`src/rtl/fp_align_stage.sv`:
```
// rtl/fp_align_stage.sv - FP adder operand alignment stage with 2-entry output buffer
module fp_align_stage #(
  parameter int EXP_W  = 8,
  parameter int FRAC_W = 23
) (
  input  logic                    Clk,
  input  logic                    Clear,
  input  logic                    in_valid,
  output logic                    in_ready,
  input  logic [EXP_W+FRAC_W:0]   A,
  input  logic [EXP_W+FRAC_W:0]   B,
  output logic                    out_valid,
  input  logic                    out_ready,
  output logic                    sign_big,
  output logic                    eff_sub,
  output logic [EXP_W-1:0]        exp_out,
  output logic [FRAC_W:0]         mant_big,
  output logic [FRAC_W+3:0]       mant_small,
  output logic                    is_nan,
  output logic                    is_inf
);

  localparam int SIG_W = FRAC_W + 1;
  localparam int MS_W  = SIG_W + 3;
  localparam int ENT_W = 2 + EXP_W + SIG_W + MS_W + 2;
  localparam int MAG_W = EXP_W + FRAC_W;

  localparam logic [EXP_W-1:0] EXP_ALL1 = '1;
  localparam logic [EXP_W-1:0] EXP_ONE  = EXP_W'(1);
  localparam logic [EXP_W-1:0] SHIFT_LIM = EXP_W'(MS_W);

  localparam logic [1:0] ST_EMPTY = 2'd0;
  localparam logic [1:0] ST_ONE   = 2'd1;
  localparam logic [1:0] ST_TWO   = 2'd2;

  // Operand fields
  logic [EXP_W-1:0]  exp_a, exp_b;
  logic [FRAC_W-1:0] frac_a, frac_b;
  logic [EXP_W-1:0]  eff_a, eff_b;
  logic [SIG_W-1:0]  sig_a, sig_b;

  assign exp_a  = A[MAG_W-1:FRAC_W];
  assign exp_b  = B[MAG_W-1:FRAC_W];
  assign frac_a = A[FRAC_W-1:0];
  assign frac_b = B[FRAC_W-1:0];

  // Denormals share the exponent of the smallest normal; hidden bit only for normals
  assign eff_a = (exp_a == '0) ? EXP_ONE : exp_a;
  assign eff_b = (exp_b == '0) ? EXP_ONE : exp_b;
  assign sig_a = {exp_a != '0, frac_a};
  assign sig_b = {exp_b != '0, frac_b};

  // Magnitude ordering: sign excluded, ties keep A as the big operand
  logic             swap;
  logic             sign_big_c;
  logic [EXP_W-1:0] eff_big, eff_small;
  logic [SIG_W-1:0] sig_big, sig_small;

  assign swap       = A[MAG_W-1:0] < B[MAG_W-1:0];
  assign sign_big_c = swap ? B[MAG_W] : A[MAG_W];
  assign eff_big    = swap ? eff_b : eff_a;
  assign eff_small  = swap ? eff_a : eff_b;
  assign sig_big    = swap ? sig_b : sig_a;
  assign sig_small  = swap ? sig_a : sig_b;

  // Right-shift the small significand, folding every lost bit into sticky
  logic [EXP_W-1:0] shift_d;
  logic [MS_W-1:0]  x_ext;
  logic [MS_W-1:0]  x_shifted;
  logic [MS_W-1:0]  x_lost;
  logic [MS_W-1:0]  mant_small_c;

  assign shift_d = eff_big - eff_small;
  assign x_ext   = {sig_small, 3'b000};

  // Alignment shifter with sticky collapse for shifts past the whole field
  always_comb begin
    x_shifted    = x_ext >> shift_d;
    x_lost       = x_ext & ~({MS_W{1'b1}} << shift_d);
    mant_small_c = '0;
    if (shift_d < SHIFT_LIM) begin
      mant_small_c = {x_shifted[MS_W-1:1], x_shifted[0] | (|x_lost)};
    end else begin
      mant_small_c = {{(MS_W-1){1'b0}}, |sig_small};
    end
  end

  // Special-value detection; alignment fields are left as computed
  logic nan_a, nan_b, inf_a, inf_b;
  logic is_nan_c, is_inf_c;

  assign nan_a    = (exp_a == EXP_ALL1) && (frac_a != '0);
  assign nan_b    = (exp_b == EXP_ALL1) && (frac_b != '0);
  assign inf_a    = (exp_a == EXP_ALL1) && (frac_a == '0);
  assign inf_b    = (exp_b == EXP_ALL1) && (frac_b == '0);
  assign is_nan_c = nan_a || nan_b || (inf_a && inf_b && (A[MAG_W] != B[MAG_W]));
  assign is_inf_c = !is_nan_c && (inf_a || inf_b);

  logic [ENT_W-1:0] new_entry;

  assign new_entry = {sign_big_c, A[MAG_W] ^ B[MAG_W], eff_big, sig_big,
                      mant_small_c, is_nan_c, is_inf_c};

  // Two-entry buffer: head drives the outputs, tail only holds overflow
  logic [1:0]       count;
  logic [ENT_W-1:0] head, tail;
  logic             accept, pop;

  assign in_ready  = (count != ST_TWO);
  assign out_valid = (count != ST_EMPTY);
  assign accept    = in_valid && in_ready;
  assign pop       = out_valid && out_ready;

  // Buffer occupancy and entry movement; emptied slots are zeroed
  always_ff @(posedge Clk or posedge Clear) begin
    if (Clear) begin
      count <= ST_EMPTY;
      head  <= '0;
      tail  <= '0;
    end else begin
      case (count)
        ST_EMPTY: begin
          if (accept) begin
            head  <= new_entry;
            count <= ST_ONE;
          end
        end
        ST_ONE: begin
          if (accept && pop) begin
            head <= new_entry;
          end else if (accept) begin
            tail  <= new_entry;
            count <= ST_TWO;
          end else if (pop) begin
            head  <= '0;
            count <= ST_EMPTY;
          end
        end
        ST_TWO: begin
          if (pop) begin
            head  <= tail;
            tail  <= '0;
            count <= ST_ONE;
          end
        end
        default: begin
          count <= ST_EMPTY;
          head  <= '0;
          tail  <= '0;
        end
      endcase
    end
  end

  assign {sign_big, eff_sub, exp_out, mant_big, mant_small, is_nan, is_inf} = head;

endmodule
```
`config.mk`:
```
export PLATFORM = sky130hd
export DESIGN_NAME = fp_align_stage
export DESIGN_NICKNAME = d
export VERILOG_FILES = /design/src/rtl/fp_align_stage.sv
export SDC_FILE = /design/constraint.sdc
export NUM_CORES = 1
export LEC_CHECK = 0
export CORE_MARGIN = 5
export CORE_UTILIZATION = 60
export DETAILED_ROUTE_END_ITERATION = 7
export GPL_TIMING_DRIVEN = 0
export PLACE_DENSITY_LB_ADDON = 0.25
export RECOVER_POWER = 50
export SLEW_MARGIN = 20
export SYNTH_ARGS = -nofsm -noshare
export SYNTH_HDL_FRONTEND = slang
export SYNTH_SLANG_ARGS = --single-unit
```
`constraint.sdc`:
```
create_clock -name Clk -period 7.33 [get_ports Clk]
set_input_delay 1.0995 -clock Clk [delete_from_list [all_inputs] [get_ports Clk]]
set_output_delay 1.0995 -clock Clk [all_outputs]
set_load 0.005 [all_outputs]
```
After elaboration in Yosys (flattened, before gate mapping)
Index checks and enable logic that the tools add are counted.
Cells by class
  add/subtract/negate cells: 1
  $lt $le $gt $ge: 2
  equality and inequality tests: 13
  shifts and indexed selects: 2
  multiplexer cells: 22
  bitwise operators: 5
  reduce and logical (&&, ||, !) cells: 29
Operator list (number)
  $mux 63: 6
  $pmux 63 s3: 2
  $mux 24: 2
  $logic_not 23->1: 2
  $reduce_bool 23->1: 2
  $mux 8: 4
  $lt 31x31->1: 1
  $and 27x27->27: 1
  $mux 27: 1
  $not 27->27: 1
  $reduce_or 27->1: 1
  $shl 27x8->27 const A: 1
  $shr 27x8->27: 1
  $reduce_or 24->1: 1
  $eq 8x8->1 const B: 2
  $logic_not 8->1: 2
  $reduce_bool 8->1: 2
  $reduce_and 4->1: 3
  $logic_and 1x1->1: 10
  $mux 2: 5
  $ne 2x2->1 const B: 5
  $ne 3x3->1 const B: 3
  $lt 8x5->1 const B: 1
  $sub 8x8->8: 1
  12 further kinds: 14
Word-level totals
  flip-flop bits (word level): 128
  input port bits: 68
  output and inout bits: 65
  word-level logic and storage cells: 77

Logic depth before layout (Yosys ltp)
  word-level depth: 13
  gate-level depth with buffers: 27
  mapped depth without buffers: 22

Worst setup path after synthesis
Ideal clock, no wire load.
  path kind: in2reg
  start: input port B[27]
  end: register head[2]
  library setup time: 0.127 ns
  arrival: 6.783 ns
  required time: 7.203 ns
  setup slack: 0.420 ns
  cell stages on the path: 26
  buffers on the path: 7
  path through: clkbuf_1 > inv_1 > ha_1 > a21o_1 > a21o_1 > a221o_1 > a211oi_4 > buf_6 > buf_4 > buf_2 > buf_2 > clkbuf_1 > a21oi_1 > ha_1 > fa_1 > o31ai_1 > a2111oi_0 > a311oi_1 > and3b_1 > buf_2 > nand2_2 > a32oi_1 > o2111ai_1 > a2111oi_0 > and4_1 > o21ai_1
On the way
  cells in the longest elaborated chain, start to end: 12
  elaborated cells between the ends (all ways): 20
  those cells by class: add/sub: 1; order compare: 2; shift: 2; mux: 8; bitwise: 3; reduce/logical: 4
Ends and longest elaborated chain
  start, declared: line 11  | input logic [EXP_W+FRAC_W:0] B,
  branches (longest 9 deep; another with $lt 31x31->1)
  $mux 27 (*): line 81  | if (shift_d < SHIFT_LIM) begin
  $mux 63 (on tied branches): line 129, 123
  $pmux 63 s3 (*): line 121  | case (count)
  end signal, assigned: line 124  | head <= new_entry;
  end signal, assigned: line 130  | head <= new_entry;
  end signal, assigned: line 141  | head <= tail;
  end, declared: line 106  | logic [ENT_W-1:0] head, tail;
Mark *: on every way between the ends. The select of a mux whose other input is x is not followed.
A chain may end at the register's enable or synchronous reset.

Worst setup path after layout
  start: input port A[4]
  end: register head[24]
On the way
  cells in the longest elaborated chain, start to end: 7
  elaborated cells between the ends (all ways): 11
  those cells by class: add/sub: 1; order compare: 2; shift: 1; mux: 7
Ends and longest elaborated chain
  start, declared: line 10  | input logic [EXP_W+FRAC_W:0] A,
  $lt 31x31->1: line 59  | assign swap = A[MAG_W-1:0] < B[MAG_W-1:0];
  $mux 8 (on tied branches): line 61, 62
  $sub 8x8->8: line 73  | assign shift_d = eff_big - eff_small;
  $shr 27x8->27 or $lt 8x5->1 (tied branches): line 78, 81
  $mux 27 (*): line 81
  $mux 63 (on tied branches): line 129, 123
  $pmux 63 s3 (*): line 121
Every way passes the cells marked *; elsewhere a longest branch is shown, timed or not. The select of a mux whose other input is x is not followed.

==> flow_summary_export.csv <==
group,metric,value,unit
outcome,status,"finished with violations",
outcome,violations,"max-capacitance violations, max-slew violations",
layout,stdcell_count,1464,
yosys,synth-edff-count,0,
pwr,power,3.42,mW
yosys,syn_area_per_cell,8.63,sq um
yosys,netlist-cell-type-count,74,
timing,period_needed,7.24,ns
floorplan,core_region_area,15300,sq um
clock_network,htree_levels,4,
clock_network,clk-insertion-delay-late,0.42,ns
drt,drt_iter0_markers,1609,
pwr,power.density,291,nW/um^2
hold_path,holdCritPathClass,"flip-flop to flip-flop",
pwr,clkPwrFrac,0.243,
setup_path,ff2ff_path_depth,7,
setup_path,cp_slowest_stage_delay,0.68,ns
clock_network,cts_made_buffers,17,
yosys,syn_inst,1087,
timing,fin_ws,0.0863,ns
timing,relSlewSlack,-1.17,
yosys,ys_seq_area_frac,0.341,
setup_path,cp_num_buf_inv,8,
run,maxCapViolations,2,
global_routing,grt_pass1_wl,55900,um
setup_path,cpMaxStageDelayCell,"clkdlybuf4s50_1",
layout,syn2layout_area_growth,24.9,%
timing,whs,0.473,ns
setup_path,rr_startpoint,"count[1]",
global_routing,grtUsageTotal,0.401,
yosys,synth_area_leaders,"dfrtp_1 34%, mux2i_1 6.9%, nand2_1 6.4%",
floorplan,io_pins,133,
timing,fin_skew,0.00847,ns
setup_path,crit_chain,"clkdlybuf4s50_1 > ha_1 > a21oi_1 > o21ai_0 > a21oi_2 > o21ai_2 > a211oi_4 > buf_6 > buf_4 > buf_4 > buf_6 > mux2i_2 > inv_1 > ha_1 > fa_2 > clkbuf_2 > clkbuf_1 > nand2_1 > nor4_4 > nand2_1 > o21ai_0 > a32oi_1 > o21ai_0",
pwr,seq_power_share,0.268,
global_routing,first_global_vias,9985,
yosys,synth.most_common_cell,"nand2_1",
placement,port-buffer-count,130,
yosys,synth_nets,1194,
yosys,synth.ff_latch_count,128,
floorplan,initial_utilization,0.615,
setup_path,worstPathMaxFanout,10,
floorplan,die_h,135,um
pwr,p_leak,5.19,nW
drt,num_vias,10114,
setup_path,regToRegSetupSlack,4.60,ns
placement,place_inst,1429,
yosys,yosys-top-cells-count,"159 x nand2_1, 128 x dfrtp_1, 115 x o21ai_0",
layout,drive_gt1_frac,0.0974,
setup_path,crit_family,"buffers and inverters",
yosys,synth_warnings,0,
global_routing,overflow,0,
clock_network,clkTransAtPathRegs,0.06,ns
yosys,synth_top_area_frac,0.341,
pwr,p_sw_frac,0.424,
drt,routed_wl,36500,um
pwr,switching_power,1.45,mW
yosys,yosys.area.top_type,"dfrtp_1",
timing,hold_viol,0,
drt,firstDrtPassIters,6,
floorplan,die_x,135,um
hold_path,hp-start,"head[25]",
drt,routed_via_density,6.91,
layout,antenna_cells,0,
pwr,p_comb_frac,0.489,
layout,fill_cells,1104,
floorplan,die_area,18200,sq um
timing,setup_violations,0,
setup_path,timing.rr.end,"head[13]",
hold_path,min_path_cells,2,
setup_path,crit_path_end_kind,"flip-flop",
setup_path,cp.arrival,7.58,ns
layout,fin_nets,1349,
clock_network,postCtsHoldBufs,0,
setup_path,cpMostUsedCell,"o21ai_0",
pwr,vdd_drop_max,0.187,mV
clock_network,cts_buffer_depth,2,
setup_path,cp.required,7.66,ns
global_routing,antenna_found_initial,0,
timing,finalCritPeriodShare,0.988,
yosys,ys.flop_type,"dfrtp_1",
placement,pre_cts_ws,-1.61,ns
drt,drc,0,
placement,gp_congestion,1.07,
drt,wl_per_cell,25.0,um
clock_network,cts.root.buffer_cell,"clkbuf_16",
yosys,netlist_area,9380,sq um
clock_network,cts_sinks,128,
yosys,synthArstFlopShare,1.00,
timing,worst_pin_slew,3.25,ns
global_routing,grt_max_degree,69,
floorplan,num_rows,45,
timing,max_freq,138,MHz
drt,postRouteAntennaNets,0,
pwr,power.internal,1.97,mW
placement,dp_hpwl,27000,um
hold_path,holdPathEnd,"head[25]",
timing,slew_viol_final,131,
setup_path,critPathLaunchType,"input port",
clock_network,cts_tree,"yes",
setup_path,crit_type,"input port to flip-flop",
## repair_timing
| action | in CTS | in global routing |
|---|---|---|
| setup endpoints to repair | 54 | 46 |
| buffers inserted | 3 | 2 |
| pin swaps | 4 | 7 |
| resized for setup | 22 | 30 |
## layer usage
metal / GRT usage / vias to the layer above / routed length (um)
met5: 0 / - / 0
met4: 0.181 / 0 / 1810
met3: 0.137 / 163 / 5130
met2: 0.609 / 852 / 16100
met1: 0.524 / 4818 / 13500
li1: - / 4281 / -
## how the worst max path moves through the flow
stage / start / end / cells past startpoint
CTS: B[8] / head[2] / 27
global placement: B[16] / head[2] / 27
finish: A[4] / head[24] / 23
floorplan: B[27] / head[2] / 26
global route: B[9] / tail[12] / 27
detailed placement: B[16] / head[2] / 27
## cell type report
type                       count  area (sq um)  area share
timing repair buffer         136          1360       0.116
multi-input combinational    835          5800       0.495
clock buffer                  20           447      0.0381
tap                          211           264      0.0225
clock inverter                10           114     0.00972
buffer                        72           334      0.0285
sequential                   128          3200       0.273
inverter                      52           196      0.0168
## cell usage in the layout, fill, tap and decap left out, types with 9 or more instances in the layout
cell	netlist	final
dfrtp_1	128	128
inv_1	51	50
o21ai_1	16	16
a21oi_1	74	72
ha_1	38	38
clkbuf_16	0	17
nor3_1	20	20
nand3_1	15	14
a22oi_1	34	33
a22o_1	11	11
clkbuf_1	53	53
mux4_2	25	25
buf_4	3	9
dlygate4sd3_1	0	31
nor4_1	10	10
clkdlybuf4s50_1	0	88
nand4_1	10	10
nand2_1	159	158
o21ai_0	115	115
a21o_1	10	10
nor2_1	90	87
mux2i_1	65	63
## power groups by stage
| stage | Clock (mW) | Sequential (mW) | Combinational (mW) |
|---|---|---|---|
| after global routing | 0.855 | 0.931 | 1.76 |
| after CTS | 0.824 | 0.915 | 1.59 |
| after floorplan | 0 | 0.917 | 0.938 |
| final | 0.829 | 0.916 | 1.67 |
| after global placement | 0 | 0.914 | 1.53 |
| after detailed placement | 0 | 0.923 | 1.54 |
## logic make-up (layout without fill, tap and decap cells)
family | Yosys count | count (layout) | share of synthesized area
adder cells (fa/ha/maj) | 39 | 39 | 0.0528
flip-flops | 128 | 128 | 0.341
multiplexers | 101 | 101 | 0.149
XOR/XNOR | 13 | 13 | 0.0121
AND/OR/NAND/NOR | 345 | 345 | 0.162
buffers and inverters | 124 | 290 | 0.0542
AO/OA/AOI/OAI | 337 | 337 | 0.228
## worst min-delay path, cell delays in order, from the launching register on
cell and delay (ns):
dfrtp_1 0.33, nand2_1 0.05, o21ai_0 0.06
## sequential cells by signal (all words and copies together) (netlist names)
| signal | count |
|---|---|
| head | 63 |
| tail | 63 |
| count | 2 |
## stage by stage
stage	setup TNS, ns	area, sq um	util
after floorplan	0	9380	-
after global placement	-55.69	10900	0.717
after detailed placement	-58.87	11000	0.719
after CTS	0	11600	0.762
after global routing	-0.0675	11700	0.768
final	0	11700	0.768
Note: power is estimated with default switching activity, not from simulation.
